<file path="config.mk">
export PLATFORM = sky130hd
export DESIGN_NAME = servo_door_ctrl_flat
export DESIGN_NICKNAME = d
export VERILOG_FILES = /design/src/rtl/servo_door_ctrl_if.sv /design/src/rtl/servo_door_ctrl.sv /design/src/flat_wrapper.sv
export SDC_FILE = /design/constraint.sdc
export NUM_CORES = 1
export LEC_CHECK = 0
export BUFFER_PORTS_ARGS = -buffer_cell sky130_fd_sc_hd__buf_2
export CAP_MARGIN = 20
export CORE_MARGIN = 2
export CORE_UTILIZATION = 65
export CTS_CLUSTER_SIZE = 40
export DETAILED_ROUTE_END_ITERATION = 8
export PLACE_DENSITY_LB_ADDON = 0.15
export SLEW_MARGIN = 25
export SYNTH_ARGS = -nofsm -noshare
export SYNTH_HDL_FRONTEND = slang
export SYNTH_SLANG_ARGS = --single-unit
</file>
<file path="constraint.sdc">
create_clock -name clk -period 3 [get_ports clk]
set_input_delay 0.6 -clock clk [delete_from_list [all_inputs] [get_ports clk]]
set_output_delay 0.6 -clock clk [all_outputs]
set_load 0.005 [all_outputs]
</file>
<file path="src/rtl/servo_door_ctrl_if.sv">
// rtl/servo_door_ctrl_if.sv - presence request and servo output bundle
// Ports: presence_open/presence_close (requests toward the controller),
//        pwm/door_open/moving (per-channel status from the controller).
// Modports: master drives requests, slave is the controller side.
interface servo_door_ctrl_if #(
    parameter int CHANNELS = 2
);
    logic [CHANNELS-1:0] presence_open;
    logic [CHANNELS-1:0] presence_close;
    logic [CHANNELS-1:0] pwm;
    logic [CHANNELS-1:0] door_open;
    logic [CHANNELS-1:0] moving;

    modport master (
        output presence_open,
        output presence_close,
        input  pwm,
        input  door_open,
        input  moving
    );

    modport slave (
        input  presence_open,
        input  presence_close,
        output pwm,
        output door_open,
        output moving
    );
endinterface

</file>
<file path="src/rtl/servo_door_ctrl.sv">
// rtl/servo_door_ctrl.sv - multi-channel slew-limited servo door controller
// Ports: clk, rst_n (async active-low), bus (servo_door_ctrl_if.slave):
//        presence_open/presence_close in, pwm/door_open/moving out.
// Optional macro SERVO_AUTO_CLOSE_EN adds a per-channel auto-close hold
// counter that closes an open door after HOLD_FRAMES frames without open.
module servo_door_ctrl #(
    parameter int CHANNELS    = 2,
    parameter int PERIOD_CYC  = 1_000_000,
    parameter int MIN_PW      = 50_000,
    parameter int MAX_PW      = 100_000,
    parameter int STEP        = 2_500,
    parameter int HOLD_FRAMES = 250
) (
    input  logic             clk,
    input  logic             rst_n,
    servo_door_ctrl_if.slave bus
);
    localparam int W = $clog2(PERIOD_CYC);
    localparam logic [W-1:0] LAST   = W'(PERIOD_CYC - 1);
    localparam logic [W-1:0] MIN_W  = W'(MIN_PW);
    localparam logic [W-1:0] MAX_W  = W'(MAX_PW);
    localparam logic [W-1:0] STEP_W = W'(STEP);
    // One extra bit so step arithmetic can be clamped without wrapping.
    localparam logic [W:0]   MIN_X  = (W+1)'(MIN_PW);
    localparam logic [W:0]   MAX_X  = (W+1)'(MAX_PW);
    localparam logic [W:0]   STEP_X = (W+1)'(STEP);
`ifdef SERVO_AUTO_CLOSE_EN
    localparam int HW = $clog2(HOLD_FRAMES + 1);
    localparam logic [HW-1:0] HOLD_X = HW'(HOLD_FRAMES);
`endif

    typedef enum logic [1:0] {CLOSED, OPENING, OPEN, CLOSING} state_t;

    logic [CHANNELS-1:0] open_m, close_m, open_s, close_s;
    logic [W-1:0]        frame_cnt;
    logic                tick;

    always_ff @(posedge clk or negedge rst_n) begin
        if (!rst_n) begin
            open_m  <= '0;
            close_m <= '0;
            open_s  <= '0;
            close_s <= '0;
        end else begin
            open_m  <= bus.presence_open;
            close_m <= bus.presence_close;
            open_s  <= open_m;
            close_s <= close_m;
        end
    end

    assign tick = (frame_cnt == LAST);

    always_ff @(posedge clk or negedge rst_n) begin
        if (!rst_n)    frame_cnt <= '0;
        else if (tick) frame_cnt <= '0;
        else           frame_cnt <= frame_cnt + 1'b1;
    end

    for (genvar i = 0; i < CHANNELS; i++) begin : g_ch
        state_t       state_q, state_d;
        logic [W-1:0] pw_q, pw_d, pw_up, pw_dn;
        logic [W:0]   up_sum;
        logic         pwm_q, door_q, moving_q;
`ifdef SERVO_AUTO_CLOSE_EN
        logic [HW-1:0] hold_q, hold_d, hold_inc;
`endif

        always_comb begin
            up_sum = {1'b0, pw_q} + STEP_X;
            pw_up  = (up_sum >= MAX_X) ? MAX_W : up_sum[W-1:0];
            pw_dn  = ({1'b0, pw_q} <= MIN_X + STEP_X) ? MIN_W : pw_q - STEP_W;
        end

        always_comb begin
            state_d = state_q;
            pw_d    = pw_q;
`ifdef SERVO_AUTO_CLOSE_EN
            hold_d   = hold_q;
            hold_inc = hold_q + 1'b1;
            if (tick && open_s[i]) hold_d = '0;
`endif
            if (tick) begin
                case (state_q)
                    CLOSED: begin
                        if (open_s[i]) state_d = OPENING;
                    end
                    OPENING: begin
                        // A close request only wins when open is absent.
                        if (close_s[i] && !open_s[i]) begin
                            state_d = CLOSING;
                        end else begin
                            pw_d = pw_up;
                            if (pw_up == MAX_W) state_d = OPEN;
                        end
                    end
                    OPEN: begin
                        if (close_s[i] && !open_s[i]) begin
                            state_d = CLOSING;
                        end
`ifdef SERVO_AUTO_CLOSE_EN
                        else if (!open_s[i]) begin
                            hold_d = hold_inc;
                            if (hold_inc == HOLD_X) state_d = CLOSING;
                        end
`endif
                    end
                    CLOSING: begin
                        // Open always reverses a closing door immediately.
                        if (open_s[i]) begin
                            state_d = OPENING;
                        end else begin
                            pw_d = pw_dn;
                            if (pw_dn == MIN_W) state_d = CLOSED;
                        end
                    end
                    default: state_d = CLOSED;
                endcase
            end
`ifdef SERVO_AUTO_CLOSE_EN
            if (state_d == OPEN && state_q != OPEN) hold_d = '0;
`endif
        end

        always_ff @(posedge clk or negedge rst_n) begin
            if (!rst_n) begin
                state_q  <= CLOSED;
                pw_q     <= MIN_W;
                pwm_q    <= 1'b0;
                door_q   <= 1'b0;
                moving_q <= 1'b0;
            end else begin
                state_q  <= state_d;
                pw_q     <= pw_d;
                // pw only changes on the last cycle of a frame, where this
                // compare is already low, so no frame mixes two widths.
                pwm_q    <= (frame_cnt < pw_q);
                door_q   <= (state_d == OPEN);
                moving_q <= (state_d == OPENING) || (state_d == CLOSING);
            end
        end

`ifdef SERVO_AUTO_CLOSE_EN
        always_ff @(posedge clk or negedge rst_n) begin
            if (!rst_n) hold_q <= '0;
            else        hold_q <= hold_d;
        end
`endif

        assign bus.pwm[i]       = pwm_q;
        assign bus.door_open[i] = door_q;
        assign bus.moving[i]    = moving_q;
    end
endmodule

</file>
<file path="src/flat_wrapper.sv">
// flat-port wrapper written by rule: the top's interface ports become plain ports
module servo_door_ctrl_flat 
#(
    parameter int CHANNELS    = 2,
    parameter int PERIOD_CYC  = 1_000_000,
    parameter int MIN_PW      = 50_000,
    parameter int MAX_PW      = 100_000,
    parameter int STEP        = 2_500,
    parameter int HOLD_FRAMES = 250
)
  (clk, rst_n, bus_presence_open, bus_presence_close, bus_pwm, bus_door_open, bus_moving);
  servo_door_ctrl_if #(.CHANNELS(CHANNELS)) bus_i ();
  input  logic clk;
  input  logic rst_n;
  input wire logic [$bits(bus_i.presence_open)-1:0] bus_presence_open;
  input wire logic [$bits(bus_i.presence_close)-1:0] bus_presence_close;
  output wire logic [$bits(bus_i.pwm)-1:0] bus_pwm;
  output wire logic [$bits(bus_i.door_open)-1:0] bus_door_open;
  output wire logic [$bits(bus_i.moving)-1:0] bus_moving;
  assign bus_i.presence_open = bus_presence_open;
  assign bus_i.presence_close = bus_presence_close;
  assign bus_pwm = bus_i.pwm;
  assign bus_door_open = bus_i.door_open;
  assign bus_moving = bus_i.moving;
  servo_door_ctrl #(.CHANNELS(CHANNELS), .PERIOD_CYC(PERIOD_CYC), .MIN_PW(MIN_PW), .MAX_PW(MAX_PW), .STEP(STEP), .HOLD_FRAMES(HOLD_FRAMES)) u_core (.clk(clk), .rst_n(rst_n), .bus(bus_i));
endmodule
</file>
==> impl_summary.txt <==
----------------------------------------------------
[Status]
  Status ... completed

[Clocking]
  Insertion delay of the later-clocked pin in the worst-skew pair ... 0.39 ns
  Maximum buffer depth of the clock tree ... 2
  Clock tree from TritonCTS ... yes
  Root buf cell ... sky130_fd_sc_hd__clkbuf_8
  Level count of the clock H-tree ... 3
  Total clock buffers created by CTS ... 9
  Sinks on the clock net ... 76
  Post-CTS Hold Buffers ... 0
  CTS clk-pin slew, worst paths ... 0.09 ns

[Synth]
  Register bit total from synthesis ... 76
  FFs w/ async S/R, synth ... 100%
  Predominant post-synthesis flop cell ... sky130_fd_sc_hd__dfrtp_1
  Post-synthesis average cell area ... 8.25 µm²
  Synth cell types ... 89
  Total standard cell area after synthesis ... 0.00682 mm²
  Syn_nets ... 877
  Number of instances in the synthesized netlist ... 826
  Count of flip-flops with a built-in enable after synthesis ... 0
  Sequential area share after synthesis ... 28.1%
  Warnings from Yosys ... 0

[Final layout]
  Proportion of layout cells with a drive suffix above 1 ... 17.0%
  Area used by sequential logic in the layout ... 0.00192 mm²
  Area of the multi-input gates ... 0.00449 mm²
  Fin nets ... 905
  Number of diodes added for antenna fixing ... 0
  Number of fill cells in the layout ... 760
  Post-Layout Inst Area ... 0.00751 mm²
  Final core utilization ... 73.4%
  Area overhead of the layout relative to synthesis ... 10.2%

[Global routing]
  Met3 routing resource usage after global routing ... 6.68%
  Grt total ovfl ... 0
  Met2 track demand over resource ... 71.0%
  Pin count of the biggest net entering global routing ... 77
  Initial antenna violation count ... 0
  Vias in the first global route ... 7187
  Total Routing Usage GR ... 41.6%
  Layer with the highest usage ... met2
  Met1 global-route usage ... 47.6%
  Global-route wire length before repair ... 36700 µm

[Run]
  Max Cap Violations ... 0

[Timing]
  Fin crit share ... 96.0%
  Worst clock skew ... 0.0157 ns
  Maximum clock rate ... 0.347 GHz
  RSZ-0062 raised after global routing ... false
  Sum of negative setup slack ... 0 ns
  Measured slew at the worst slew-check pin ... 0.763 ns
  Worst rel slew slack ... 48.7%
  Final critical delay including setup and external delays ... 2.88 ns
  Count of final hold-check violations ... 0
  Count of endpoints failing setup in the final report ... 0
  Number of pins exceeding their max-slew limit in the final report ... 0

[Floorplanning]
  FP Rows ... 37
  Width of the die ... 106 µm
  Top Ports ... 12
  Effective utilization at floorplan ... 66.6%
  Area of the placeable core ... 0.0102 mm²
  Vert. Die Dim ... 106 µm
  Die Footprint ... 0.0113 mm²

[Power and ir drop]
  Fraction of power spent switching nets ... 25.6%
  Logic pwr share ... 1.6%
  Leakage power figure ... 3.11 nW
  Power Internal ... 1.45 mW
  Worst IR drop on VDD ... 0.000228 V
  Cell area power density ... 259 mW/mm²
  Sequential fraction of design power ... 53.1%
  Clk pwr share ... 45.3%
  Overall power of the completed layout ... 1.95 mW
  Power spent charging and discharging nets ... 0.499 mW

[Critical path]
  Crit path kind ... flop to flop
  Maximum fanout along the worst path ... 16
  Critical Path AT ... 3.14 ns
  CP Capture Type ... flop
  Required time reported for the critical path endpoint ... 3.26 ns
  CP Launch Type ... flop

[Route]
  Number of DRC violations after detailed-routing iteration 0 ... 947
  Via count ... 7312
  First-pass iteration count of the detailed router ... 6
  Number of antenna-violating nets in the routed design ... 0
  Vias/cell ... 7.35
  DRC errors left ... 0
  Wirelength, routed ... 23000 µm
  Detailed-route wire length per cell ... 23.1 µm

[Placed design]
  Sum of net half-perimeters after detailed placement ... 16600 µm
  Weighted congestion reported at the end of routability-driven placement ... 0.989
  Count of buffers from port buffering ... 11
  Placed cell area ... 0.00723 mm²

[Min path]
  Hold Crit Class ... input port to asynchronous set/reset pin

----------------------------------------------------
-- cell usage in the layout (no fill, tap or decap), types with 18 or more instances in the layout --
| cell | instances |
|---|---|
| sky130_fd_sc_hd__buf_4 | 66 |
| sky130_fd_sc_hd__dfrtp_1 | 62 |
| sky130_fd_sc_hd__nand2_1 | 56 |
| sky130_fd_sc_hd__nor2_1 | 54 |
| sky130_fd_sc_hd__a21oi_1 | 54 |
| sky130_fd_sc_hd__ha_1 | 44 |
| sky130_fd_sc_hd__inv_1 | 42 |
| sky130_fd_sc_hd__nand3_1 | 38 |
| sky130_fd_sc_hd__o21ai_0 | 36 |
| sky130_fd_sc_hd__xnor2_1 | 27 |
| sky130_fd_sc_hd__nor3_1 | 20 |
| sky130_fd_sc_hd__a21o_1 | 20 |
| sky130_fd_sc_hd__a31oi_1 | 18 |
-- logic make-up (layout without fill, tap and decap cells) --
family / after synthesis / count (layout) / share of synthesized area [%]
flip-flops: 76 / 76 / 28.1
XOR/XNOR: 34 / 34 / 4.37
AO/OA/AOI/OAI: 266 / 266 / 27.9
multiplexers: 5 / 5 / 0.771
adder cells (fa/ha/maj): 45 / 45 / 8.26
AND/OR/NAND/NOR: 297 / 297 / 23.8
buffers and inverters: 103 / 136 / 6.79
-- stage by stage --
| stage | hold WS [ns] | cells | setup slack [ns] |
|---|---|---|---|
| floorplan | 0.304 | 826 | 0.330 |
| global placement | 0.335 | 978 | 0.157 |
| detailed placement | 0.340 | 978 | 0.107 |
| CTS | 0.320 | 994 | 0.128 |
| global route | 0.305 | 995 | 0.0182 |
| finish | 0.232 | 995 | 0.121 |
-- metal layers --
metal,share of wire (%),vias up,routed length (µm)
li1,-,3195,-
met1,35,3403,8150
met2,47,549,10900
met3,8.7,165,1990
met4,8.5,0,1950
met5,0,-,0
-- area by class of cell --
class | instances | share of cell area, %
Sequential cell | 76 | 25.6
Clock inverter | 6 | 0.950
Multi-Input combinational cell | 647 | 59.8
Clock buffer | 10 | 1.83
Inverter | 43 | 2.15
Timing Repair Buffer | 77 | 7.41
Tap cell | 136 | 2.27
-- sequential cells by signal (all words and copies together), names as in the netlist, named ones only --
name,cells
u_core.frame_cnt,20
u_core.close_s,2
u_core.close_m,2
u_core.open_s,2
u_core.g_ch.door_q,2
u_core.g_ch.state_q,2
u_core.g_ch.pw_q,40
u_core.g_ch.pwm_q,2
u_core.open_m,2
-- power groups by stage --
stage	registers [mW]	clock network (mW)	logic, mW
global route	1.04	0.913	0.0361
finish	1.03	0.883	0.0307
CTS	1.03	0.871	0.0309
global placement	1.05	0	0.0295
detailed placement	1.05	0	0.0311
floorplan	1.05	0	0.00532
-- worst max-delay path, cell delays in order, from the launching register on --
cell	delay, ns
sky130_fd_sc_hd__dfstp_2	0.69
sky130_fd_sc_hd__nand4_1	0.24
sky130_fd_sc_hd__a2111oi_1	0.53
sky130_fd_sc_hd__nand4_1	0.19
sky130_fd_sc_hd__a22oi_1	0.23
sky130_fd_sc_hd__a22oi_2	0.09
sky130_fd_sc_hd__buf_4	0.20
sky130_fd_sc_hd__buf_4	0.17
sky130_fd_sc_hd__o31ai_1	0.27
sky130_fd_sc_hd__a22oi_1	0.14
-- synthesized netlist by cell type (5+ instances only) --
cell type,instances,area (µm²)
sky130_fd_sc_hd__nor4_1,15,93.8
sky130_fd_sc_hd__o21a_1,9,67.6
sky130_fd_sc_hd__and2_1,6,37.5
sky130_fd_sc_hd__nand4_1,16,100
sky130_fd_sc_hd__a221oi_1,5,43.8
sky130_fd_sc_hd__a21oi_1,54,270
sky130_fd_sc_hd__nor3b_1,7,52.6
sky130_fd_sc_hd__buf_2,14,70.1
sky130_fd_sc_hd__nand3_1,38,190
sky130_fd_sc_hd__buf_4,9,67.6
sky130_fd_sc_hd__nor2b_1,10,62.6
sky130_fd_sc_hd__a21o_1,20,150
sky130_fd_sc_hd__or4_1,8,60.1
sky130_fd_sc_hd__and3_1,13,81.3
sky130_fd_sc_hd__dfstp_2,12,315
sky130_fd_sc_hd__nand2_1,56,210
sky130_fd_sc_hd__and4_1,7,61.3
sky130_fd_sc_hd__xnor2_1,27,236
sky130_fd_sc_hd__xor2_1,7,61.3
sky130_fd_sc_hd__a22oi_1,5,37.5
sky130_fd_sc_hd__or3_1,12,75.1
sky130_fd_sc_hd__nand2b_1,9,56.3
sky130_fd_sc_hd__o21ai_0,36,180
sky130_fd_sc_hd__o211ai_1,9,67.6
sky130_fd_sc_hd__ha_1,45,563
sky130_fd_sc_hd__o31ai_1,14,105
sky130_fd_sc_hd__inv_1,42,158
sky130_fd_sc_hd__dfrtp_1,64,1600
sky130_fd_sc_hd__nor2_1,54,203
sky130_fd_sc_hd__nor3_1,20,100
sky130_fd_sc_hd__a211oi_1,15,113
sky130_fd_sc_hd__o22ai_1,8,50.1
sky130_fd_sc_hd__clkbuf_1,32,120
sky130_fd_sc_hd__a31oi_1,18,113
-- timing repair --
action | 4_1_cts | 5_1_grt
gates resized for setup | 1 | 11
setup buffers | 0 | 1
setup endpoints to repair | 1 | 14
pin swaps | 0 | 1
-- worst paths after layout --
kind	startpoint	endpoint	slack [ns]	cells after the start
min in group clk	bus_presence_open[1]	u_core.open_m[1]	0.32	1
hold reg to reg	u_core.open_m[1]	u_core.open_s[1]	0.36	0
setup reg to reg	u_core.g_ch[0].pw_q[4]	u_core.g_ch[0].pw_q[10]	0.12	9
setup / recovery	u_core.g_ch[0].pw_q[4]	u_core.g_ch[0].pw_q[10]	0.12	9
max in group asynchronous	rst_n	u_core.g_ch[0].pw_q[3]	2.24	1
hold / removal	rst_n	u_core.g_ch[0].pw_q[5]	0.23	1
Note: power is estimated with default switching activity, not from simulation.
